`src/rtl/operand_fetch_pkg.sv`:
```
// Shared definitions for the operand-fetch slice: default datapath and
// register-address widths, and the per-operand forwarding source select.
package operand_fetch_pkg;

  localparam int unsigned XLEN = 32;
  localparam int unsigned RA_W = 5;

  // Source of an EX-stage operand, lowest to highest priority.
  typedef enum logic [1:0] {
    FWD_REG   = 2'd0,
    FWD_MEMWB = 2'd1,
    FWD_EXMEM = 2'd2
  } fwd_sel_e;

endpackage

```
`src/rtl/operand_fetch_fwd_mux.sv`:
```
// Forwarding selector for one EX-stage source operand.
// Picks the youngest in-flight writer of the register (EX/MEM, then MEM/WB),
// falling back to the value latched at ID. x0 and unused operands never forward.
// Ports:
//   uses_i, rs_addr_i, latched_i         operand qualifier, address, ID/EX value
//   exmem_reg_write_i/exmem_rd_i/_result_i  MEM-stage writer
//   memwb_reg_write_i/memwb_rd_i/_result_i  WB-stage writer
//   operand_c                            selected operand (combinational)
module operand_fetch_fwd_mux #(
  parameter int unsigned XLEN = operand_fetch_pkg::XLEN,
  parameter int unsigned RA_W = operand_fetch_pkg::RA_W
) (
  input  logic            uses_i,
  input  logic [RA_W-1:0] rs_addr_i,
  input  logic [XLEN-1:0] latched_i,
  input  logic            exmem_reg_write_i,
  input  logic [RA_W-1:0] exmem_rd_i,
  input  logic [XLEN-1:0] exmem_result_i,
  input  logic            memwb_reg_write_i,
  input  logic [RA_W-1:0] memwb_rd_i,
  input  logic [XLEN-1:0] memwb_result_i,
  output logic [XLEN-1:0] operand_c
);

  import operand_fetch_pkg::*;

  fwd_sel_e fwd_sel;

  // Source selection: EX/MEM beats MEM/WB beats the latched register value.
  always_comb begin
    fwd_sel = FWD_REG;
    if (uses_i && (rs_addr_i != '0)) begin
      if (exmem_reg_write_i && (exmem_rd_i == rs_addr_i)) begin
        fwd_sel = FWD_EXMEM;
      end else if (memwb_reg_write_i && (memwb_rd_i == rs_addr_i)) begin
        fwd_sel = FWD_MEMWB;
      end
    end
  end

  // Operand steering.
  always_comb begin
    operand_c = latched_i;
    case (fwd_sel)
      FWD_EXMEM: operand_c = exmem_result_i;
      FWD_MEMWB: operand_c = memwb_result_i;
      default:   operand_c = latched_i;
    endcase
  end

endmodule

```
`src/rtl/operand_fetch.sv`:
```
// ID/EX operand fetch: register-file read with WB bypass, the ID/EX pipeline
// register, load-use stall detection and EX-stage operand forwarding.
// Ports:
//   clk, rst                         clock, async active-high reset
//   id_*                             decoded instruction from IF/ID
//   rf_rs*_addr / rf_rs*_data        register-file read port
//   exmem_* / memwb_*                in-flight writers for forwarding
//   flush                            kill the instruction entering EX
//   id_stall                         hold IF/ID and PC (combinational)
//   ex_*                             EX-stage instruction and operands
//   stall_count                      saturating load-use stall cycle count
module operand_fetch #(
  parameter int unsigned XLEN = operand_fetch_pkg::XLEN,
  parameter int unsigned RA_W = operand_fetch_pkg::RA_W
) (
  input  logic            clk,
  input  logic            rst,
  input  logic            id_valid,
  input  logic            id_uses_rs1,
  input  logic            id_uses_rs2,
  input  logic            id_reg_write,
  input  logic            id_is_load,
  input  logic [RA_W-1:0] id_rs1_addr,
  input  logic [RA_W-1:0] id_rs2_addr,
  input  logic [RA_W-1:0] id_rd_addr,
  output logic [RA_W-1:0] rf_rs1_addr,
  output logic [RA_W-1:0] rf_rs2_addr,
  input  logic [XLEN-1:0] rf_rs1_data,
  input  logic [XLEN-1:0] rf_rs2_data,
  input  logic            exmem_reg_write,
  input  logic [RA_W-1:0] exmem_rd,
  input  logic [XLEN-1:0] exmem_result,
  input  logic            memwb_reg_write,
  input  logic [RA_W-1:0] memwb_rd,
  input  logic [XLEN-1:0] memwb_result,
  input  logic            flush,
  output logic            id_stall,
  output logic            ex_valid,
  output logic            ex_reg_write,
  output logic            ex_is_load,
  output logic [RA_W-1:0] ex_rd_addr,
  output logic [XLEN-1:0] ex_rs1_data,
  output logic [XLEN-1:0] ex_rs2_data,
  output logic [31:0]     stall_count
);

  import operand_fetch_pkg::*;

  logic            valid_q, reg_write_q, is_load_q, uses_rs1_q, uses_rs2_q;
  logic [RA_W-1:0] rd_q, rs1_q, rs2_q;
  logic [XLEN-1:0] rs1_val_q, rs2_val_q;
  logic [XLEN-1:0] rs1_val_d, rs2_val_d;
  logic [31:0]     stall_count_q;
  logic            hazard_c;

  assign rf_rs1_addr = id_rs1_addr;
  assign rf_rs2_addr = id_rs2_addr;

  // The register file writes on the edge, so a same-cycle WB write is not yet
  // visible on the async read port; bypass it into the captured value.
  always_comb begin
    rs1_val_d = rf_rs1_data;
    rs2_val_d = rf_rs2_data;
    if (memwb_reg_write && (memwb_rd == id_rs1_addr) && (id_rs1_addr != '0)) begin
      rs1_val_d = memwb_result;
    end
    if (memwb_reg_write && (memwb_rd == id_rs2_addr) && (id_rs2_addr != '0)) begin
      rs2_val_d = memwb_result;
    end
  end

  // Load in EX whose result the ID instruction needs cannot be forwarded in time.
  always_comb begin
    hazard_c = valid_q && is_load_q && reg_write_q && (rd_q != '0) && id_valid &&
               ((id_uses_rs1 && (id_rs1_addr == rd_q)) ||
                (id_uses_rs2 && (id_rs2_addr == rd_q)));
  end

  assign id_stall = hazard_c && !flush;

  // ID/EX pipeline register; flush or stall inserts a bubble and leaves fields.
  always_ff @(posedge clk or posedge rst) begin
    if (rst) begin
      valid_q     <= 1'b0;
      reg_write_q <= 1'b0;
      is_load_q   <= 1'b0;
      uses_rs1_q  <= 1'b0;
      uses_rs2_q  <= 1'b0;
      rd_q        <= '0;
      rs1_q       <= '0;
      rs2_q       <= '0;
      rs1_val_q   <= '0;
      rs2_val_q   <= '0;
    end else if (flush || hazard_c) begin
      valid_q <= 1'b0;
    end else begin
      valid_q     <= id_valid;
      reg_write_q <= id_reg_write;
      is_load_q   <= id_is_load;
      uses_rs1_q  <= id_uses_rs1;
      uses_rs2_q  <= id_uses_rs2;
      rd_q        <= id_rd_addr;
      rs1_q       <= id_rs1_addr;
      rs2_q       <= id_rs2_addr;
      rs1_val_q   <= rs1_val_d;
      rs2_val_q   <= rs2_val_d;
    end
  end

  // Saturating load-use stall counter.
  always_ff @(posedge clk or posedge rst) begin
    if (rst) begin
      stall_count_q <= '0;
    end else if (id_stall && (stall_count_q != 32'hFFFF_FFFF)) begin
      stall_count_q <= stall_count_q + 32'd1;
    end
  end

  assign ex_valid     = valid_q;
  assign ex_reg_write = valid_q && reg_write_q;
  assign ex_is_load   = valid_q && is_load_q;
  assign ex_rd_addr   = rd_q;
  assign stall_count  = stall_count_q;

  operand_fetch_fwd_mux #(.XLEN(XLEN), .RA_W(RA_W)) u_fwd_rs1 (
    .uses_i            (uses_rs1_q),
    .rs_addr_i         (rs1_q),
    .latched_i         (rs1_val_q),
    .exmem_reg_write_i (exmem_reg_write),
    .exmem_rd_i        (exmem_rd),
    .exmem_result_i    (exmem_result),
    .memwb_reg_write_i (memwb_reg_write),
    .memwb_rd_i        (memwb_rd),
    .memwb_result_i    (memwb_result),
    .operand_c         (ex_rs1_data)
  );

  operand_fetch_fwd_mux #(.XLEN(XLEN), .RA_W(RA_W)) u_fwd_rs2 (
    .uses_i            (uses_rs2_q),
    .rs_addr_i         (rs2_q),
    .latched_i         (rs2_val_q),
    .exmem_reg_write_i (exmem_reg_write),
    .exmem_rd_i        (exmem_rd),
    .exmem_result_i    (exmem_result),
    .memwb_reg_write_i (memwb_reg_write),
    .memwb_rd_i        (memwb_rd),
    .memwb_result_i    (memwb_result),
    .operand_c         (ex_rs2_data)
  );

endmodule
```
`config.mk`:
```
export PLATFORM = sky130hd
export DESIGN_NAME = operand_fetch
export DESIGN_NICKNAME = d
export VERILOG_FILES = /design/src/rtl/operand_fetch_pkg.sv /design/src/rtl/operand_fetch_fwd_mux.sv /design/src/rtl/operand_fetch.sv
export SDC_FILE = /design/constraint.sdc
export NUM_CORES = 1
export LEC_CHECK = 0
export BUFFER_PORTS_ARGS = -buffer_cell sky130_fd_sc_hd__buf_2
export CORE_AREA = 2 2 181 94
export DETAILED_ROUTE_END_ITERATION = 8
export DIE_AREA = 0 0 183 96
export PLACE_DENSITY_LB_ADDON = 0.25
export SYNTH_ARGS = -nofsm -noshare
export SYNTH_HDL_FRONTEND = slang
export SYNTH_SLANG_ARGS = --single-unit
```
`constraint.sdc`:
```
create_clock -name clk -period 3.43 [get_ports clk]
set_clock_uncertainty 0.05 [all_clocks]
set_input_delay 0.1715 -clock clk [delete_from_list [all_inputs] [get_ports clk]]
set_output_delay 0.1715 -clock clk [all_outputs]
set_load 0.01 [all_outputs]
```
==> flow_summary.ini <==
[clock_tree]
cts_tree = built
root_buffer = clkbuf_16
clk_pin_slew_worst_paths_ps = 60
htree_levels = 4
worstSkewPairLatency_ps = 400
cts_sinks = 116
clockBufferDepth = 2
numCtsBuffers = 17

[setup_path]
cp.arrival_ps = 3010
crit_type = reg -> out
endpoint_kind = output port
cp_max_fo = 14
start_kind = flop
critPathRequiredTime_ps = 3210

[layout]
multi_input_area_um2 = 3870
seqCellArea_um2 = 2900
syn2layout_area_growth_pct = 33.9
fin_cells = 1288
fillers = 1442
drive_gt1_frac = 0.338
fin_nets = 1231

[logic_synthesis]
synth_cells = 799
synth_top_family_by_area = compound AO/OA/AOI/OAI gates
synth-edff-count = 0
syn-num-nets = 967
synth-simple-area-share = 0.159
ys_dominant_reg_cell = dfrtp_1
yosysWarnings = 0
syn_area_um2 = 7100
ys_seq_area_frac = 0.409
synthAdderAreaFrac = 0.00881
ys_types = 40
synth_mux_area_frac = 0.121
synth_compound_area_frac = 0.166
ys_ff_latch = 116
synth-xor-area-share = 0.0851
async_reset_ff_frac = 1.00
syn_avg_cell_area_um2 = 8.89

[sta]
worst_slew_pin_slew_ps = 827
rsz0062_at_grt = no
period_minus_slack_ps = 3240
finalSetupViolCount = 0
max_freq_ghz = 0.309
final_max_slew_viol_count = 0
whs_ps = 20.6
setup_tns_ps = 0
relSlewSlack = 0.447
report.final.hold_viol_count = 0
finalCritPeriodShare = 0.943

[outcome]
status = completed

[placed_design]
routabilityCongestion = 0.895
dp_hpwl_um = 17500
port_buffers = 277
dp.cells = 1239

[global_routing]
grtUsageTotal = 0.265
antenna_found_initial = 2
grt_pass1_vias = 6553
grt_pass1_wl_um = 35800
grt_max_degree = 65
overflow = 0

[route]
drt_wl_total_um = 23400
drc = 0
vias_per_cell = 5.48
dr.pass1.iters = 5
drt_iter0_drc = 548
ant_nets = 0
routedWlPerCell_um = 18.2
vias = 7053

[power]
power_w = 0.00425
total_leakage_power_nw = 4.40
vdd_drop_max_mv = 0.262
p_per_area_nw_per_um2 = 447

[floorplan]
die_w_um = 183
num_io_pins = 278
core_region_area_um2 = 16000
die_height_um = 96
start_util = 0.443
dieArea_um2 = 17600
rows = 33

[worst_hold_path]
min_path_type = in -> reg

[job]
drv_cap = 0
-- layout by cell type, fill, tap and decap left out, types with 2 or more instances in the layout --
master	instances
inv_1	17
nand3_1	12
bufinv_16	5
nor3_1	21
and2_1	4
and3_1	5
diode_2	2
dlygate4sd3_1	10
clkbuf_16	17
or3_1	3
nor4_2	3
a22oi_1	64
ha_2	3
mux2i_1	64
xor2_1	38
nand4_1	12
a21oi_1	67
xnor2_1	31
dfrtp_1	116
o21ai_0	67
mux2_2	18
clkbuf_8	5
clkinv_4	3
nand2_1	85
or4_1	2
nor2_1	72
ha_1	2
buf_4	17
buf_12	5
nor4_1	11
and4_1	2
buf_2	277
-- power by group --
group          switching, W  total (W)  internal (W)  leakage (nW)
Combinational      0.000381   0.000683      0.000302          2.70
Sequential        0.0000725    0.00154       0.00146          1.37
Clock              0.000635    0.00203       0.00139         0.333
Total               0.00109    0.00425       0.00316          4.40
-- synthesized netlist by cell type, types with 2 or more instances --
cell,count,share of area
a21oi_1,68,0.048
nand4_1,12,0.011
inv_1,18,0.0095
clkbuf_1,39,0.021
and3_1,5,0.0044
a22oi_1,64,0.068
mux2_2,18,0.029
nand2_1,85,0.045
ha_1,5,0.0088
nor3_1,21,0.015
and2_1,4,0.0035
o21ai_0,67,0.047
nor4_2,3,0.0053
mux2i_1,64,0.090
xnor2_1,31,0.038
nor4_1,11,0.0097
or3_1,3,0.0026
buf_1,6,0.0032
or4_1,2,0.0021
xor2_1,38,0.047
dfrtp_1,116,0.41
and4_1,2,0.0025
buf_4,10,0.011
buf_2,8,0.0056
nand3_1,12,0.0085
nor2_1,73,0.039
-- kinds of logic (layout without fill, tap and decap cells) --
family                     Yosys count  count (layout)
AOI/OAI and AO/OA                  202             202
xor gates and xnor gates            69              69
adders and majority gates            5               5
buffers and inverters               82             359
DFF                                116             116
muxes                               83              83
other                                0               2
and+or+nand+nor                    242             242
-- sequential cells by signal, summed over array words and instances (netlist names) --
signal	flops
rs1_val_q	32
rs2_val_q	32
stall_count	32
ex_rd_addr	5
rs1_q	5
rs2_q	5
ex_valid	1
is_load_q	1
reg_write_q	1
uses_rs1_q	1
uses_rs2_q	1
-- final timing paths --
kind	start	end	slack [ps]	depth (start not counted)
max	rs2_q[3]	ex_rs2_data[8]	190	8
max in group asynchronous	rst	rs1_q[2]	2150	4
min in group asynchronous	rst	rs1_val_q[10]	390	3
max reg2reg	ex_rd_addr[2]	rs2_val_q[8]	890	6
min reg2reg	stall_count[19]	stall_count[19]	440	1
min	rf_rs2_data[20]	rs2_val_q[20]	20	3
-- layout make-up --
class / count / area share
Sequential cell: 116 / 0.305
Multi-Input combinational cell: 601 / 0.407
Inverter: 18 / 0.00737
Tap cell: 210 / 0.0276
Clock buffer: 22 / 0.0520
Clock inverter: 10 / 0.0203
Antenna cell: 2 / 0.000526
Timing Repair Buffer: 309 / 0.180
-- layer usage --
| metal | share of wire | track usage | vias to the layer above |
|---|---|---|---|
| met5 | 0 | 0 | - |
| met3 | 0.068 | 0.0511 | 18 |
| met1 | 0.48 | 0.390 | 3406 |
| met4 | 0.012 | 0.0773 | 0 |
| met2 | 0.44 | 0.396 | 279 |
| li1 | - | - | 3350 |
-- through the flow --
step / utilization / worst slack, ps / cell area, µm²
3_5_place_dp: 0.541 / 590 / 8670
2_1_floorplan: - / 136 / 7100
5_1_grt: 0.594 / 10.0 / 9510
6_report: 0.594 / 194 / 9510
3_3_place_gp: 0.541 / 605 / 8670
4_1_cts: 0.590 / 139 / 9450
-- what timing repair did --
| action | 4_1_cts | 5_1_grt |
|---|---|---|
| hold buffers | 10 | 0 |
| endpoints found under the setup margin | 0 | 2 |
| endpoints found under the hold margin | 61 | 0 |
| setup buffers | 0 | 5 |
| resized for setup | 0 | 1 |
-- worst max-delay path, stage by stage (launching register included) --
cell	delay (ps)
dfrtp_1	430
xor2_1	210
nor4_1	80
and3_1	180
nor4_1	450
ha_2	480
buf_4	180
o21ai_0	390
buf_2	220
No activity file was read; power rests on OpenSTA's default activity.
